<file path="config.mk">
export PLATFORM = sky130hd
export DESIGN_NAME = multicycle_sequencer
export DESIGN_NICKNAME = d
export VERILOG_FILES = /design/src/rtl/multicycle_sequencer.sv
export SDC_FILE = /design/constraint.sdc
export NUM_CORES = 1
export LEC_CHECK = 0
export ABC_AREA = 1
export CAP_MARGIN = 20
export CORE_MARGIN = 4
export CORE_UTILIZATION = 45
export CTS_CLUSTER_DIAMETER = 150
export DETAILED_ROUTE_END_ITERATION = 10
export DONT_BUFFER_PORTS = 1
export SYNTH_ARGS = -nofsm -noshare
export SYNTH_HDL_FRONTEND = slang
export SYNTH_SLANG_ARGS = --single-unit
</file>
<file path="constraint.sdc">
create_clock -name i_clk -period 1.25 [get_ports i_clk]
set_input_delay 0.125 -clock i_clk [delete_from_list [all_inputs] [get_ports i_clk]]
set_output_delay 0.125 -clock i_clk [all_outputs]
set_load 0.005 [all_outputs]
</file>
<file path="src/rtl/multicycle_sequencer.sv">
// rtl/multicycle_sequencer.sv - multicycle instruction-sequencing FSM
// Optional memory-wait watchdog enabled by defining MULTICYCLE_SEQUENCER_WATCHDOG_EN.
module multicycle_sequencer #(
  parameter int unsigned WD_LIMIT = 255
) (
  input  logic       i_clk,
  input  logic       i_rst,
  input  logic [6:0] i_opcode,
  input  logic       i_branch_taken,
  input  logic       i_mem_ready,
  output logic       o_mem_req,
  output logic       o_mem_we,
  output logic       o_mem_sel,
  output logic       o_ir_write,
  output logic       o_pc_write,
  output logic       o_reg_write,
  output logic       o_alu_src,
  output logic [1:0] o_alu_op,
  output logic [1:0] o_pc_src,
  output logic [2:0] o_mem_to_reg,
  output logic [2:0] o_state,
  output logic       o_instret,
  output logic       o_trap,
  output logic [1:0] o_trap_cause
);

  typedef enum logic [2:0] {
    ST_FETCH  = 3'd0,
    ST_DECODE = 3'd1,
    ST_EXEC   = 3'd2,
    ST_MEM    = 3'd3,
    ST_WB     = 3'd4,
    ST_TRAP   = 3'd7
  } state_e;

  typedef enum logic [3:0] {
    CL_NONE, CL_R, CL_I, CL_LOAD, CL_STORE, CL_BRANCH, CL_JAL, CL_JALR, CL_LUI, CL_AUIPC
  } cls_e;

  state_e     r_state, w_next_state;
  cls_e       r_cls, w_dec_cls;
  logic       r_trap;
  logic [1:0] r_cause, w_next_cause;
  logic       w_mem_req, w_mem_we, w_ir_write, w_pc_write, w_reg_write, w_instret;
  logic       w_wd_expire;

`ifdef MULTICYCLE_SEQUENCER_WATCHDOG_EN
  localparam logic [7:0] LP_WD_LAST = 8'(WD_LIMIT - 1);
  logic [7:0] r_wd_cnt;
  logic       w_waiting;

  assign w_waiting   = (r_state == ST_FETCH) || (r_state == ST_MEM);
  // Expire in the cycle the count would reach WD_LIMIT; a mem_ready in that cycle still wins.
  assign w_wd_expire = w_waiting && !i_mem_ready && (r_wd_cnt == LP_WD_LAST);

  always_ff @(posedge i_clk) begin
    if (i_rst || (w_next_state != r_state)) begin
      r_wd_cnt <= 8'd0;
    end else if (w_waiting && !i_mem_ready) begin
      r_wd_cnt <= r_wd_cnt + 8'd1;
    end
  end
`else
  logic w_unused_wd;
  assign w_unused_wd = |WD_LIMIT;
  assign w_wd_expire = 1'b0;
`endif

  always_comb begin
    w_dec_cls = CL_NONE;
    case (i_opcode)
      7'd51:   w_dec_cls = CL_R;
      7'd19:   w_dec_cls = CL_I;
      7'd3:    w_dec_cls = CL_LOAD;
      7'd35:   w_dec_cls = CL_STORE;
      7'd99:   w_dec_cls = CL_BRANCH;
      7'd111:  w_dec_cls = CL_JAL;
      7'd103:  w_dec_cls = CL_JALR;
      7'd55:   w_dec_cls = CL_LUI;
      7'd23:   w_dec_cls = CL_AUIPC;
      default: w_dec_cls = CL_NONE;
    endcase
  end

  always_comb begin
    w_next_state = r_state;
    w_next_cause = r_cause;
    w_mem_req    = 1'b0;
    w_mem_we     = 1'b0;
    w_ir_write   = 1'b0;
    w_pc_write   = 1'b0;
    w_reg_write  = 1'b0;
    w_instret    = 1'b0;
    o_mem_sel    = 1'b0;
    o_alu_src    = 1'b0;
    o_alu_op     = 2'b00;
    o_pc_src     = 2'b00;
    o_mem_to_reg = 3'b000;
    case (r_state)
      ST_FETCH: begin
        w_mem_req = 1'b1;
        if (i_mem_ready) begin
          w_ir_write   = 1'b1;
          w_next_state = ST_DECODE;
        end else if (w_wd_expire) begin
          w_next_state = ST_TRAP;
          w_next_cause = 2'b10;
        end
      end
      ST_DECODE: begin
        if (w_dec_cls == CL_NONE) begin
          w_next_state = ST_TRAP;
          w_next_cause = 2'b01;
        end else begin
          w_next_state = ST_EXEC;
        end
      end
      ST_EXEC: begin
        w_next_state = ST_WB;
        case (r_cls)
          CL_R:      o_alu_op = 2'b11;
          CL_I:      begin o_alu_src = 1'b1; o_alu_op = 2'b10; end
          CL_LOAD,
          CL_STORE:  begin o_alu_src = 1'b1; w_next_state = ST_MEM; end
          CL_BRANCH: begin
            o_alu_op     = 2'b01;
            w_pc_write   = 1'b1;
            o_pc_src     = i_branch_taken ? 2'b01 : 2'b00;
            w_instret    = 1'b1;
            w_next_state = ST_FETCH;
          end
          CL_JALR:   o_alu_src = 1'b1;
          default:   o_alu_op = 2'b00;
        endcase
      end
      ST_MEM: begin
        w_mem_req = 1'b1;
        o_mem_sel = 1'b1;
        w_mem_we  = (r_cls == CL_STORE);
        o_alu_src = 1'b1;
        if (i_mem_ready) begin
          if (r_cls == CL_STORE) begin
            w_pc_write   = 1'b1;
            w_instret    = 1'b1;
            w_next_state = ST_FETCH;
          end else begin
            w_next_state = ST_WB;
          end
        end else if (w_wd_expire) begin
          w_next_state = ST_TRAP;
          w_next_cause = 2'b10;
        end
      end
      ST_WB: begin
        w_reg_write  = 1'b1;
        w_pc_write   = 1'b1;
        w_instret    = 1'b1;
        w_next_state = ST_FETCH;
        case (r_cls)
          CL_LOAD:  o_mem_to_reg = 3'b001;
          CL_JAL:   begin o_mem_to_reg = 3'b010; o_pc_src = 2'b10; end
          CL_JALR:  begin o_mem_to_reg = 3'b010; o_pc_src = 2'b11; end
          CL_LUI:   o_mem_to_reg = 3'b011;
          CL_AUIPC: o_mem_to_reg = 3'b100;
          default:  o_mem_to_reg = 3'b000;
        endcase
      end
      ST_TRAP: w_next_state = ST_TRAP;
      default: begin
        w_next_state = ST_TRAP;
        w_next_cause = 2'b01;
      end
    endcase
  end

  always_ff @(posedge i_clk) begin
    if (i_rst) begin
      r_state <= ST_FETCH;
      r_cls   <= CL_NONE;
      r_trap  <= 1'b0;
      r_cause <= 2'b00;
    end else begin
      r_state <= w_next_state;
      r_cause <= w_next_cause;
      r_trap  <= r_trap | (w_next_state == ST_TRAP);
      if (r_state == ST_DECODE) begin
        r_cls <= w_dec_cls;
      end
    end
  end

  // Reset abandons any transaction: side-effecting strobes drop in the same cycle.
  assign o_mem_req    = w_mem_req   & ~i_rst;
  assign o_mem_we     = w_mem_we    & ~i_rst;
  assign o_ir_write   = w_ir_write  & ~i_rst;
  assign o_pc_write   = w_pc_write  & ~i_rst;
  assign o_reg_write  = w_reg_write & ~i_rst;
  assign o_instret    = w_instret   & ~i_rst;
  assign o_state      = r_state;
  assign o_trap       = r_trap;
  assign o_trap_cause = r_cause;

endmodule

</file>
==> results of run 1 <==
## routing by layer
metal,track usage (%),share of wire [%],vias to the layer above
li1,-,-,492
met1,22.0,40,447
met2,37.4,53,30
met3,4.28,5.3,6
met4,8.52,2.0,0
met5,0,0,-
## final timing paths
check,start,to,slack (ns)
hold reg to reg,o_trap_cause[0]$_SDFFE_PP0P_,o_trap_cause[0]$_SDFFE_PP0P_,0.47
setup reg to reg,o_state[1]$_SDFF_PP0_,o_trap$_SDFF_PP0_,-0.05
hold / removal,i_rst,r_cls[0]$_SDFFE_PP0P_,0.01
setup / recovery,o_state[1]$_SDFF_PP0_,o_mem_to_reg[2],-0.25
## power breakdown
part           internal, W  total [W]  switching, W
sequential        0.000437   0.000603      0.000166
combinational     0.000927    0.00195       0.00102
clock             0.000122   0.000214     0.0000920
## timing repair
action | CTS | global route
gates resized for setup | 42 | 29
setup endpoints to repair | 15 | 21
hold buffers | 1 | 0
buffers inserted | 5 | 5
endpoints found under the hold margin | 4 | 0
pin swaps | 10 | 14
## cells in the mapped netlist
cell	instances
nor2_2	2
a221oi_1	1
o21ai_0	1
nand3_1	12
nor2_1	20
nor3_1	5
dfxtp_1	9
nand4_1	4
a31oi_1	1
a21oi_1	9
nor4_1	2
buf_4	2
inv_2	2
clkinv_1	1
nor3_4	1
nand2_2	1
or2_2	1
a211oi_1	1
o211ai_1	2
conb_1	1
o32ai_1	1
inv_1	22
nand2_1	27
nor2_4	1
clkbuf_1	1
nor3b_1	1
## stage by stage
stage	hold slack, ns	cell area (um^2)
floorplan	0.310	762
global placement	0.198	928
detailed placement	0.199	928
CTS	0.0121	1140
global route	0.0380	1290
finish	0.0107	1290
## cells in the final DEF (no fill, tap or decap), types with 2 or more instances in the layout
cell type  count
inv_1         17
dfxtp_4        3
nand3_2        3
a21oi_1        4
nand2_2        5
buf_6         10
o211ai_1       2
nor3_4         4
a21oi_2        5
buf_4         20
nor2_1        13
inv_2          6
nand2_4        3
dfxtp_2        4
nand2_1       20
clkbuf_4       3
dfxtp_1        2
nor2_2         3
nor2_4         7
nand3_1        9
nor3_1         2
nand4_1        4
## layout make-up
class                      instances  area [um^2]
tap                               16         20.0
multi-input combinational         94          676
clock buffer                       4         26.3
fill                              96          254
sequential                         9          196
inverter                          25         96.3
timing repair buffer              31          273
## critical path, delay by kind of cell, from the launching register on
| kind | cells | cell delay, ns |
|---|---|---|
| and+or+nand+nor | 3 | 0.57 |
| buffers and inverters | 1 | 0.16 |
| DFF | 1 | 0.38 |
## flip-flops by register name, summed over array words and instances (netlist names)
register / cells
o_trap_cause: 1
o_trap: 1
o_state: 3
r_cls: 4
## kinds of logic after synthesis
logic type	count (synthesis)	synth area share (%)
other	1	0.499
AO/OA/AOI/OAI	16	12.8
AND/OR/NAND/NOR	77	47.8
buffers and inverters	28	15.0
flip-flops	9	24.0
==> impl_results.md, run 1 <==
- CP endpoint kind: primary output
- Run status: complete, but fails checks
- Post-Syn Instances: 131
- Overall power consumption: 0.00277 W
- Clock-pin slew on the worst setup and hold paths: 0.06 ns
- First-pass GRT wire length: 3970 um
- Path type of the worst setup path: flip-flop to primary output
- Peak supply drop: 1.15 mV
- Ports: 32
- Hold/Removal Path Class: primary input to flip-flop
- Post-synth top area share: 24.0%
- Post-Syn Area: 752 um^2
- FF+latch count, synth: 9
- Sequential area share after synthesis: 24.0%
- Final hold viol count: 0
- Period utilization: 120%
- Proportion of layout cells with a drive suffix above 1: 51.5%
- Yosys cell types: 26
- WL/cell: 14.6 um
- PortBufs: 0
- Nature of the critical path startpoint: flip-flop
- Cell row count: 14
- DRC viols: 0
- CTS root buffer: clkbuf_4
- Critical path required time: 1.12 ns
- Failing checks: negative setup slack
- CTS tree: yes
- Drt via density: 5.45
- Leakage: 0.568 nW
- RSZ-0062 raised after global routing: yes
- Syn_nets: 142
- Routability Congestion: 0.887
- Core area: 1540 um^2
- Slowest stage delay, CP: 0.38 ns
- Setup TNS: -1.54 ns
- Num CTS Buffers: 3
- Crit-path slowest cell: dfxtp_4
- Synth area leaders: dfxtp_1 24%, nand2_1 13%, inv_1 11%
- Antenna cells: 0
- Die Wd: 48.9 um
- Fin util: 83.5%
- Grt ovf: 0
- Die area: 2390 um^2
- Initial core utilization: 48.8%
- Buffers from clock root to sink, at most: 2
- Synth warn: 0
- Mean Syn Cell Area: 5.74 um^2
- Fmax: 668 MHz
- Worst Path Arrival: 1.37 ns
- Latest clock arrival within the worst-skew pair: 0.25 ns
- Peak fanout along the critical path: 5
- Placed insts: 166
- Setup WS pre-CTS: -0.0434 ns
- Clk sink count: 9
- Finished Layout Cells: 179
- Final Setup Violations: 14
- Worst setup margin: -0.247 ns
- Iteration-0 DRC Markers: 13
- Clock skew: 0.000953 ns
- Routed Antenna Nets: 0
- CP cell instances: nor2_4 > nand2_4 > nor4_2 > buf_4
- Die Y: 48.9 um
- Cell accounting for the most synthesized area: dfxtp_1
- Fin crit period: 1.50 ns
- Worst Reg-to-Reg Cells: 8
- Initial antenna violation count: 0
- PD cells: 2150 nW/um^2
- Initial DRT Pass Iterations: 6
- Hold Path Stages: 3
- Final wirelength: 2610 um
- Area delta synth->final: 71.2%
- Fin. max-slew vios: 0
- Max-capacitance violation count: 0
- Largest net degree at the start of global routing: 9
- CTS HTree Levels: 1
- Hpwl dp: 1630 um
- Via Count: 975
- Final nets: 175
- Overall routing resource usage: 20.4%
- Number of global-route vias before repair: 952
(Power assumes the default switching activity.)
==> run 2, diff against run 1 <==
--- a/config.mk
+++ b/config.mk
@@ -7,7 +7,6 @@
 export LEC_CHECK = 0
 export ABC_AREA = 1
 export CAP_MARGIN = 20
-export CORE_MARGIN = 4
 export CORE_UTILIZATION = 45
 export CTS_CLUSTER_DIAMETER = 150
 export DETAILED_ROUTE_END_ITERATION = 10
==> run 2 against run 1 <==
Against the previous run: the run still ends with negative setup slack left; worst hold slack improved by 0.0053 ns; non-clock buffer count rose by 5; clock-buffer cell count unchanged; critical path type unchanged; largest power group unchanged.
==> impl_results.md, run 2 (synthesized netlist as in run 1, its figures left out) <==
- Run status: complete, but fails checks
- Period utilization: 121% (+1.0 points)
- Routed Antenna Nets: 0 (unchanged)
- Hold WS: 0.0160 ns (+0.00526 ns)
- Initial DRT Pass Iterations: 5 (-1)
- Core area: 1540 um^2 (unchanged)
- Path type of the worst setup path: flip-flop to primary output
- RR Endpoint: o_trap$_SDFF_PP0_
- Final nets: 180 (+2.9%)
- Worst Reg-to-Reg Cells: 10 (+2)
- Hpwl dp: 1540 um (-5.6%)
- First-pass GRT wire length: 3800 um (-4.4%)
- Hold/Removal Path Class: primary input to flip-flop
- Initial antenna violation count: 0 (unchanged)
- Max FFs per register: 4 (unchanged)
- Final Setup Violations: 18 (+4)
- Number of global-route vias before repair: 891 (-6.4%)
- WL/cell: 17.6 um (+21%)
- Worst setup margin: -0.260 ns (-0.0128 ns)
- Ports: 32 (unchanged)
- Peak supply drop: 1.24 mV (+7.4%)
- Nature of the critical path startpoint: flip-flop
- Proportion of layout cells with a drive suffix above 1: 50.6% (-0.94 points)
- Routability Congestion: 0.892 (+0.47%)
- Latest clock arrival within the worst-skew pair: 0.26 ns (about the same)
- CP endpoint kind: primary output
- Final hold viol count: 0 (unchanged)
- Leakage: 0.584 nW (+2.7%)
- Iteration-0 DRC Markers: 28 (+15)
- Num CTS Buffers: 3 (unchanged)
- Drt via density: 6.03 (+11%)
- Max-capacitance violation count: 0 (unchanged)
- Worst Path Arrival: 1.38 ns (about the same)
- Top reg by flops: r_cls
- CTS HTree Levels: 1 (unchanged)
- Reg-to-Reg Start: r_cls[2]$_SDFFE_PP0P_
- Area after DPL: 913 um^2 (-1.6%)
- Grt ovf: 0 (unchanged)
- Crit-path slowest cell: dfxtp_2
- Critical path required time: 1.12 ns (about the same)
- Worst setup path startpoint: r_cls[1]$_SDFFE_PP0P_
- Commonest non-fill, non-tap cell in the layout: buf_4
- R2r setup slk: -0.14 ns (-0.09 ns)
- Most frequent cells in the layout: 25 x buf_4, 22 x nand2_1, 17 x inv_1
- Critical path endpoint: o_alu_src
- CP cell instances: nand2_1 > inv_1 > or2_4 > a221oi_2 > nor2_1
- Area delta synth->final: 78.4%
- Largest net degree at the start of global routing: 9 (unchanged)
- Initial core utilization: 48.8% (unchanged)
- Antenna cells: 0 (unchanged)
- RSZ-0062 raised after global routing: yes
- Peak fanout along the critical path: 4 (-1)
- Clock skew: 0.00253 ns (+0.00157 ns)
- Via Count: 1,109 (+14%)
- Failing checks: negative setup slack
- Fmax: 662 MHz (-0.85%)
- Die Y: 42.9 um (-12%)
- Hold_sp: i_rst
- CTS tree: yes
- Cell row count: 14 (unchanged)
- Die Wd: 42.9 um (-12%)
- CTS root buffer: clkbuf_4
- Hold Path Stages: 3 (unchanged)
- Fin. max-slew vios: 0 (unchanged)
- Final instance area: 1340 um^2 (+4.2%)
- Overall power consumption: 0.00304 W (+9.7%)
- Final wirelength: 3240 um (+24%)
- Slowest stage delay, CP: 0.35 ns (-0.03 ns)
- Overall routing resource usage: 28.2% (+7.8 points)
- Clk sink count: 9 (unchanged)
- Die area: 1840 um^2 (-23%)
- Fillcell total: 80 (-17%)
- Clock-pin slew on the worst setup and hold paths: 0.06 ns (about the same)
- Setup TNS: -1.88 ns (-0.339 ns)
- PortBufs: 0 (unchanged)
- Buffers from clock root to sink, at most: 2 (unchanged)
- DRC viols: 0 (unchanged)
- Fin crit period: 1.51 ns (+0.0128 ns)
- PD cells: 2260 nW/um^2 (+5.3%)
==> run 2: worst min-delay path by stage <==
stage	to	slack, ns
final	r_cls[0]$_SDFFE_PP0P_	0.02
after global placement	o_trap_cause[0]$_SDFFE_PP0P_	0.20
after CTS	r_cls[0]$_SDFFE_PP0P_	0.004
after global routing	r_cls[0]$_SDFFE_PP0P_	0.03
after floorplan	o_trap$_SDFF_PP0_	0.31
after detailed placement	o_state[0]$_SDFF_PP0_	0.20
==> run 2: per-layer routing <==
metal  global-route usage [%]  part of all wire, %
met2                     53.0                   51
met1                     29.9                   36
met5                        0                    0
met3                     2.98                  7.0
met4                     15.0                  5.7
==> run 2: what timing repair did <==
| action | in CTS | in global routing |
|---|---|---|
| setup buffers | 10 | 6 |
| setup endpoints to repair | 15 | 20 |
| gates resized for setup | 56 | 14 |
| endpoints found under the hold margin | 4 | 0 |
| hold buffers | 1 | 0 |
| pin swaps | 11 | 18 |
==> run 2: through the flow <==
step                      setup slack (ns)  std cells  utilization [%]
after floorplan                    0.00917        131                -
after global placement             -0.0777        164             59.3
after detailed placement            -0.110        164             59.3
after CTS                           -0.161        178             79.2
after global routing                -0.328        184             87.0
final                               -0.260        184             87.0
==> run 2: layout make-up <==
type | count | area (um^2) | share of cell area, %
inverters | 25 | 96.3 | 7.18
repair buffers | 36 | 310 | 23.1
well taps | 16 | 20.0 | 1.49
flip-flops and latches | 9 | 196 | 14.6
clock buffers | 4 | 26.3 | 1.96
multi-input cells | 94 | 692 | 51.6
==> run 2: report_power, final <==
part	switching, W	internal (W)
Combinational	0.00119	0.00102
Sequential	0.000173	0.000436
Clock	0.0000960	0.000123
==> run 2: worst max-delay path: cells and delay by family (launching register included) <==
| family | cells | cell delay, ns |
|---|---|---|
| flip-flops | 1 | 0.35 |
| buffers and inverters | 1 | 0.07 |
| AND/OR/NAND/NOR | 3 | 0.46 |
| AO/OA/AOI/OAI | 1 | 0.24 |
